$ cat src/rtl/mac_pkg.sv
// mac_pkg: shared constants and types for the MAC array result path.
//   MAC_LANES / MAC_DW / MAC_IDXW : lane count, accumulator width, lane index width
//   drain_state_t                 : result-drain FSM encoding
package mac_pkg;

  localparam int MAC_LANES = 8;
  localparam int MAC_DW    = 16;
  localparam int MAC_IDXW  = 3;

  typedef enum logic {
    DRAIN_IDLE = 1'b0,
    DRAIN_SEND = 1'b1
  } drain_state_t;

endpackage

$ cat src/rtl/mac_snap_reg.sv
// mac_snap_reg: LANES x DW parallel-load register bank with a lane-select read port.
// Ports:
//   clk, rst : clock, synchronous active-high reset (clears the bank)
//   load     : capture d into every lane on this edge
//   d        : all lanes, lane 0 in the low DW bits
//   sel      : lane index for the read port
//   q_sel    : contents of lane sel
//   q_all    : whole bank (used when one bank is copied into another)
module mac_snap_reg
  import mac_pkg::*;
#(
  parameter int LANES = MAC_LANES,
  parameter int DW    = MAC_DW,
  parameter int IDXW  = MAC_IDXW
) (
  input  logic                       clk,
  input  logic                       rst,
  input  logic                       load,
  input  logic [LANES-1:0][DW-1:0]   d,
  input  logic [IDXW-1:0]            sel,
  output logic [DW-1:0]              q_sel,
  output logic [LANES-1:0][DW-1:0]   q_all
);

  logic [LANES-1:0][DW-1:0] bank;

  always_ff @(posedge clk) begin
    if (rst) begin
      bank <= '0;
    end else if (load) begin
      bank <= d;
    end
  end

  assign q_sel = bank[sel];
  assign q_all = bank;

endmodule

$ cat src/rtl/mac_result_drain.sv
// mac_result_drain: snapshots the eight accumulator outputs of mac_array_8x8 on a
// capture pulse and streams them out one lane per beat over valid/ready.
// Ports:
//   clk, rst              : clock, synchronous active-high reset
//   mac_out0..mac_out7    : accumulator outputs (unsigned, passed through unmodified)
//   capture               : single-cycle snapshot request
//   out_valid/out_ready   : beat handshake
//   out_data, out_lane    : lane value and its index
//   out_last              : high on the lane-7 beat
//   busy                  : snapshot draining
//   drop_cnt              : saturating count of ignored captures
// Build option: define MAC_DRAIN_PENDING_EN to add a one-deep pending snapshot
// buffer that absorbs a capture arriving mid-drain instead of dropping it.
module mac_result_drain
  import mac_pkg::*;
#(
  parameter int LANES = MAC_LANES,
  parameter int DW    = MAC_DW,
  parameter int IDXW  = MAC_IDXW,
  parameter int CNTW  = 8
) (
  input  logic            clk,
  input  logic            rst,
  input  logic [DW-1:0]   mac_out0,
  input  logic [DW-1:0]   mac_out1,
  input  logic [DW-1:0]   mac_out2,
  input  logic [DW-1:0]   mac_out3,
  input  logic [DW-1:0]   mac_out4,
  input  logic [DW-1:0]   mac_out5,
  input  logic [DW-1:0]   mac_out6,
  input  logic [DW-1:0]   mac_out7,
  input  logic            capture,
  output logic            out_valid,
  input  logic            out_ready,
  output logic [DW-1:0]   out_data,
  output logic [IDXW-1:0] out_lane,
  output logic            out_last,
  output logic            busy,
  output logic [CNTW-1:0] drop_cnt
);

  function automatic logic [CNTW-1:0] sat_inc(input logic [CNTW-1:0] v);
    return (v == {CNTW{1'b1}}) ? v : v + CNTW'(1);
  endfunction

  drain_state_t             state;
  logic [IDXW-1:0]          idx;
  logic [LANES-1:0][DW-1:0] mac_bank;
  logic [LANES-1:0][DW-1:0] act_d;
  logic [DW-1:0]            act_lane;
  logic [LANES-1:0][DW-1:0] act_all_unused;

  logic xfer, last_xfer;
  logic act_load, act_from_pend, pend_load, drop_inc;

  assign mac_bank = {mac_out7, mac_out6, mac_out5, mac_out4,
                     mac_out3, mac_out2, mac_out1, mac_out0};

  assign xfer      = (state == DRAIN_SEND) && out_ready;
  assign last_xfer = xfer && (idx == IDXW'(LANES - 1));

`ifdef MAC_DRAIN_PENDING_EN
  logic                     pend_valid;
  logic [LANES-1:0][DW-1:0] pend_all;
  logic [DW-1:0]            pend_lane_unused;

  mac_snap_reg #(.LANES(LANES), .DW(DW), .IDXW(IDXW)) u_pend (
    .clk   (clk),
    .rst   (rst),
    .load  (pend_load),
    .d     (mac_bank),
    .sel   ('0),
    .q_sel (pend_lane_unused),
    .q_all (pend_all)
  );

  assign act_d = act_from_pend ? pend_all : mac_bank;
`else
  assign act_d = mac_bank;
`endif

  mac_snap_reg #(.LANES(LANES), .DW(DW), .IDXW(IDXW)) u_act (
    .clk   (clk),
    .rst   (rst),
    .load  (act_load),
    .d     (act_d),
    .sel   (idx),
    .q_sel (act_lane),
    .q_all (act_all_unused)
  );

  // A new snapshot may enter the active bank when idle or on the final beat's
  // transfer, so back-to-back drains run without a bubble.
  always_comb begin
    act_load      = 1'b0;
    act_from_pend = 1'b0;
    pend_load     = 1'b0;
    drop_inc      = 1'b0;
    if (state == DRAIN_IDLE) begin
      act_load = capture;
    end else if (last_xfer) begin
`ifdef MAC_DRAIN_PENDING_EN
      if (pend_valid) begin
        act_load      = 1'b1;
        act_from_pend = 1'b1;
        pend_load     = capture;  // refills the slot being vacated this edge
      end else begin
        act_load = capture;
      end
`else
      act_load = capture;
`endif
    end else if (capture) begin
`ifdef MAC_DRAIN_PENDING_EN
      if (!pend_valid) pend_load = 1'b1;
      else             drop_inc  = 1'b1;
`else
      drop_inc = 1'b1;
`endif
    end
  end

  always_ff @(posedge clk) begin
    if (rst) begin
      state    <= DRAIN_IDLE;
      idx      <= '0;
      drop_cnt <= '0;
    end else begin
      if (act_load) begin
        state <= DRAIN_SEND;
        idx   <= '0;
      end else if (last_xfer) begin
        state <= DRAIN_IDLE;
        idx   <= '0;
      end else if (xfer) begin
        idx <= idx + IDXW'(1);
      end
      if (drop_inc) drop_cnt <= sat_inc(drop_cnt);
    end
  end

`ifdef MAC_DRAIN_PENDING_EN
  always_ff @(posedge clk) begin
    if (rst) begin
      pend_valid <= 1'b0;
    end else if (pend_load) begin
      pend_valid <= 1'b1;
    end else if (act_from_pend) begin
      pend_valid <= 1'b0;
    end
  end
`endif

  // Outputs decode from state/idx/snapshot registers only; data is zeroed when idle.
  assign busy      = (state == DRAIN_SEND);
  assign out_valid = busy;
  assign out_lane  = idx;
  assign out_last  = busy && (idx == IDXW'(LANES - 1));
  assign out_data  = busy ? act_lane : '0;

endmodule

$ cat config.mk
export PLATFORM = sky130hd
export DESIGN_NAME = mac_result_drain
export DESIGN_NICKNAME = d
export VERILOG_FILES = /design/src/rtl/mac_pkg.sv /design/src/rtl/mac_snap_reg.sv /design/src/rtl/mac_result_drain.sv
export SDC_FILE = /design/constraint.sdc
export NUM_CORES = 1
export LEC_CHECK = 0
export ABC_AREA = 1
export BUFFER_PORTS_ARGS = -buffer_cell sky130_fd_sc_hd__buf_2
export CAP_MARGIN = 40
export CORE_UTILIZATION = 35
export CTS_CLUSTER_SIZE = 16
export DETAILED_ROUTE_END_ITERATION = 8
export MAX_ROUTING_LAYER = met4
export PLACE_DENSITY = 0.56
export SLEW_MARGIN = 15
export SYNTH_ARGS = -nofsm -noshare
export SYNTH_HDL_FRONTEND = slang
export SYNTH_HIERARCHICAL = 1
export SYNTH_SLANG_ARGS = --single-unit
export TNS_END_PERCENT = 10
$ cat constraint.sdc
create_clock -name clk -period 5.1 [get_ports clk]
set_input_delay 1.02 -clock clk [delete_from_list [all_inputs] [get_ports clk]]
set_output_delay 1.02 -clock clk [all_outputs]
set_load 0.01 [all_outputs]
# Yosys cells after proc, flatten, opt, wreduce, memory -nomap -nowiden
# Index checks and enable logic that the tools add are counted.
[word_totals]
in_bits = 132
romBits = 0
mem_bits_rw = 0
register_bits = 140
memories = 0
wordCells = 33
output_inout_bits = 30
latch_bits = 0
[op_classes]
n_shift = 0
add_sub_neg = 2
n_reduce_logical = 6
n_bitwise = 1
div_mod_pow = 0
eq_ne = 2
order_cmp = 1
n_mul = 0
mux = 10
[op_table]
columns = ["op", "count"]
rows = [
  ["$bmux 16 s3", 1],
  ["$mux 16", 2],
  ["$add 8x1->8 const B", 1],
  ["$eq 8x8->1 const B", 1],
  ["$mux 1", 7],
  ["$lt 3x4->1 const B", 1],
  ["$add 3x1->3 const B", 1],
  ["$eq 3x3->1 const B", 1],
  ["$logic_and 1x1->1", 3],
  ["$reduce_or 3->1", 1],
  ["$reduce_and 2->1", 1],
  ["$reduce_bool 2->1", 1],
  ["$not 1->1", 1],
]

# Depth between registers and ports, before layout
[depth]
depth_word = 5
mapped_depth = 11
depth_no_buf = 9

# By module
# The synthesis kept the hierarchy.
[by_module_without_submodules]
columns = ["mod", "seq_area_each_um2", "area_per_inst_um2", "cells_per_inst", "n_inst"]
rows = [
  ["mac_snap_reg", 2562.5, 6503.7, 853, 1],
  ["mac_result_drain", 240.2, 848.3, 139, 1],
]

# Worst setup path after synthesis
# Ideal clock, no wire load.
[synth_timing]
path_type = "register -> output"
start = "reg idx[0], in the netlist out_lane[0]"
end = "out out_data[10]"
path_buffers = 1
required_ps = 4080
path_slack_ps = 2945
path_stages_with_launch = 10
arrival_ps = 1135
path_cell_list = "dfxtp_1 -> inv_2 -> buf_2 -> nand2_1 -> nand3_1 -> nand2_1 -> nand2_1 -> nand2_1 -> nand2_1 -> inv_1"
[synth_via]
elab_chain_cells = 3
[synth_lines]
columns = ["element", "line", "source"]
rows = [
  ["start, declared", "mac_result_drain.sv:47", "logic [IDXW-1:0] idx;"],
  ["start signal, assigned", "mac_result_drain.sv:136", "idx <= idx + IDXW'(1);"],
  ["$bmux 16 s3", "mac_snap_reg.sv:35", "assign q_sel = bank[sel];"],
  ["$mux 16 (implied by the code)", "mac_snap_reg.sv:35", ""],
  ["via act_lane[10]", "mac_result_drain.sv:50", "logic [DW-1:0] act_lane;"],
  ["$mux 16", "mac_result_drain.sv:159", "assign out_data = busy ? act_lane : '0;"],
  ["end, declared", "mac_result_drain.sv:35", "output logic [DW-1:0] out_data,"],
]
# The timed path passes the listed nets, and every way through them passes these cells. The select of a mux whose other input is x is not followed.

# Final worst setup path
[layout_timing]
start = "reg idx[2], in the netlist out_lane[2]"
end = "out out_data[1]"
# The elaborated chain is that of the path after synthesis.

==> flow_summary.json <==
{
  "status": "completed",
  "synthArstFlopShare_pct": 0,
  "crit_type": "flip-flop to output pin",
  "ys_seq_area_share_pct": 38.1,
  "synthTopCellsByArea": "dfxtp_1 38%, a211oi_2 17%, nand2_1 13%, inv_1 7.9%, nor2_1 7.0%",
  "worst-path-max-fanout": 20,
  "drc_errors": 0,
  "rrSetupSlack_ps": 2170,
  "fp.dieW_um": 147,
  "synth_top_area_cell": "dfxtp_1",
  "overflow": 0,
  "tns_ps": 0,
  "synth_edf_count": 0,
  "synth_cells": 992,
  "grt_max_degree": 130,
  "pin_count": 162,
  "dp_hpwl_um": 14000,
  "critPathSlowestCell": "dfxtp_1",
  "min_delay_path_depth": 2,
  "holdPathEnd": "u_act/q_all[1]$_SDFFE_PP0P_",
  "finalCritPeriodShare_pct": 64.6,
  "r2r_start": "out_lane[0]$_SDFFE_PP0N_",
  "ir_drop_mv": 0.212,
  "max_stage_delay_ps": 820,
  "cts-root-buf": "clkbuf_16",
  "hp-start": "u_act/q_all[1]$_SDFFE_PP0P_",
  "syn_area_um2": 7350,
  "hold_violations": 0,
  "skew_ps": 8.31,
  "hold_buffers": 0,
  "synthToLayoutAreaGrowth_pct": 20.3,
  "arrival_ps": 2280,
  "nets": 1249,
  "finalSetupViolations": 0,
  "postCtsSetupBuffers": 0,
  "p_leak_nw": 4.18,
  "report.final.slew_viol_count": 0,
  "io_buffers": 161,
  "die_area_um2": 21600,
  "crit_buf_inv": 3,
  "hold_path_class": "flip-flop to flip-flop",
  "holdWs_ps": 470,
  "drv_cap": 0,
  "synth_nets": 1127,
  "viasPerCell": 4.60,
  "track_usage_pct": 19.7,
  "post_drt_wl_per_cell_um": 14.4,
  "startpoint": "out_lane[2]$_SDFFE_PP0N_",
  "regToRegEndpoint": "u_act/q_all[83]$_SDFFE_PP0P_",
  "insertion_delay_ps": 420,
  "ys_seq_elements": 140,
  "finalWeightedCongestion": 0.799,
  "vias": 6431,
  "min_period_ps": 3300,
  "cts_tree": "built",
  "drtIter0Drc": 428,
  "rsz0062_at_grt": "false",
  "yosysWarningCount": 6,
  "synth_top_cells_by_count": "257 x nand2_1, 154 x inv_1, 140 x dfxtp_1",
  "synth.distinct_cells": 25,
  "routed_wl_um": 20100,
  "slew_headroom_pct": 47.8,
  "cts_buffer_depth": 2,
  "cp_common_cell": "nand2_1",
  "start_kind": "flip-flop",
  "syn_avg_cell_area_um2": 7.41,
  "drive_gt1_share_pct": 28.7,
  "r2r_cells": 12,
  "grt_pass1_vias": 6117,
  "max_freq_ghz": 0.303,
  "grt_pass1_wl_um": 32000,
  "clk_pin_slew_ps": 60,
  "cp-end-kind": "output pin",
  "die_h_um": 147,
  "postRouteAntennaNets": 0,
  "numCtsBuffers": 17,
  "synth.most_common_cell": "nand2_1",
  "cp.required_ps": 4080,
  "tightest_slew_ps": 782,
  "powerDensity_nw_per_um2": 334,
  "num_rows": 52,
  "synth-main-ff-cell": "dfxtp_1",
  "synth_top_area_share_pct": 38.1,
  "clkSinkCount": 140,
  "cp_cell_sequence": "inv_1 -> nand2_1 -> nand2_1 -> nand2_1 -> inv_1 -> buf_2",
  "htreeDepth": 4,
  "cp_top_family": "flip-flops",
  "core_area_um2": 20400,
  "antenna_found_initial": 0,
  "drt_first_pass_iters": 4,
  "diodes": 0,
  "cts.repair.resized": 0,
  "start_util_pct": 36.0
}
## where the power goes
part	leakage [nW]	total, mW	switching [mW]	internal (mW)
logic	2.73	0.471	0.294	0.177
registers	1.16	1.20	0.0217	1.18
clock network	0.294	1.28	0.495	0.783
## logic make-up after synthesis
| kind of cell | count (synthesis) | synth area share [%] |
|---|---|---|
| xor gates and xnor gates | 2 | 0.238 |
| adders and majority gates | 3 | 0.511 |
| buffers and inverters | 230 | 13.9 |
| AOI/OAI and AO/OA | 140 | 21.1 |
| and+or+nand+nor | 477 | 26.2 |
| DFF | 140 | 38.1 |
## layout make-up
type	instances	area, um2
fillers	2146	11600
clock inverters	14	170
well taps	270	338
multi-input cells	622	3530
repair buffers	173	955
inverters	160	608
clock buffers	18	439
flip-flops and latches	140	2800
## sequential cells by signal (all words and copies together), names as in the netlist
name / count
u_act/q_all: 128
busy: 1
out_lane: 3
drop_cnt: 8
## worst max-delay path by stage
stage / cells past startpoint / end / slack [ps]
finish: 6 / out_data[1] / 1800
global route: 6 / out_data[3] / 1550
CTS: 6 / out_data[1] / 1780
detailed placement: 11 / u_act/q_all[106]$_SDFFE_PP0P_ / 2050
global placement: 11 / u_act/q_all[106]$_SDFFE_PP0P_ / 2060
floorplan: 9 / out_data[10] / 2950
## tightest hold or removal path, stage by stage (launching register included)
cell	delay, ps
dfxtp_1	300
inv_1	60
a211oi_1	60
## metrics by stage
step	std cells	utilization, %	total power [mW]	setup slack (ps)	cell area, um2
floorplan	992	-	1.56	2950	7350
global placement	1362	40.0	1.69	2060	8170
detailed placement	1364	40.2	1.70	2050	8210
CTS	1396	43.2	2.98	1780	8820
global route	1397	43.3	3.09	1550	8840
finish	1397	43.3	2.95	1800	8840
## cells in the final DEF (no fill, tap or decap), types with 8 or more instances in the layout
cell type and count:
a211oi_1 26, a211oi_2 102, buf_2 160, buf_4 8, clkbuf_16 17, dfxtp_1 139, inv_1 154, nand2_1 257
nand3_1 75, nor2_1 138
## per-layer routing
metal	up-vias	wire length, um	track usage, %
met5	-	0	-
met4	0	225	5.15
met3	19	776	3.48
met2	152	9110	30.4
met1	2881	9990	26.5
li1	3379	-	-
No activity file was read; power rests on OpenSTA's default activity.
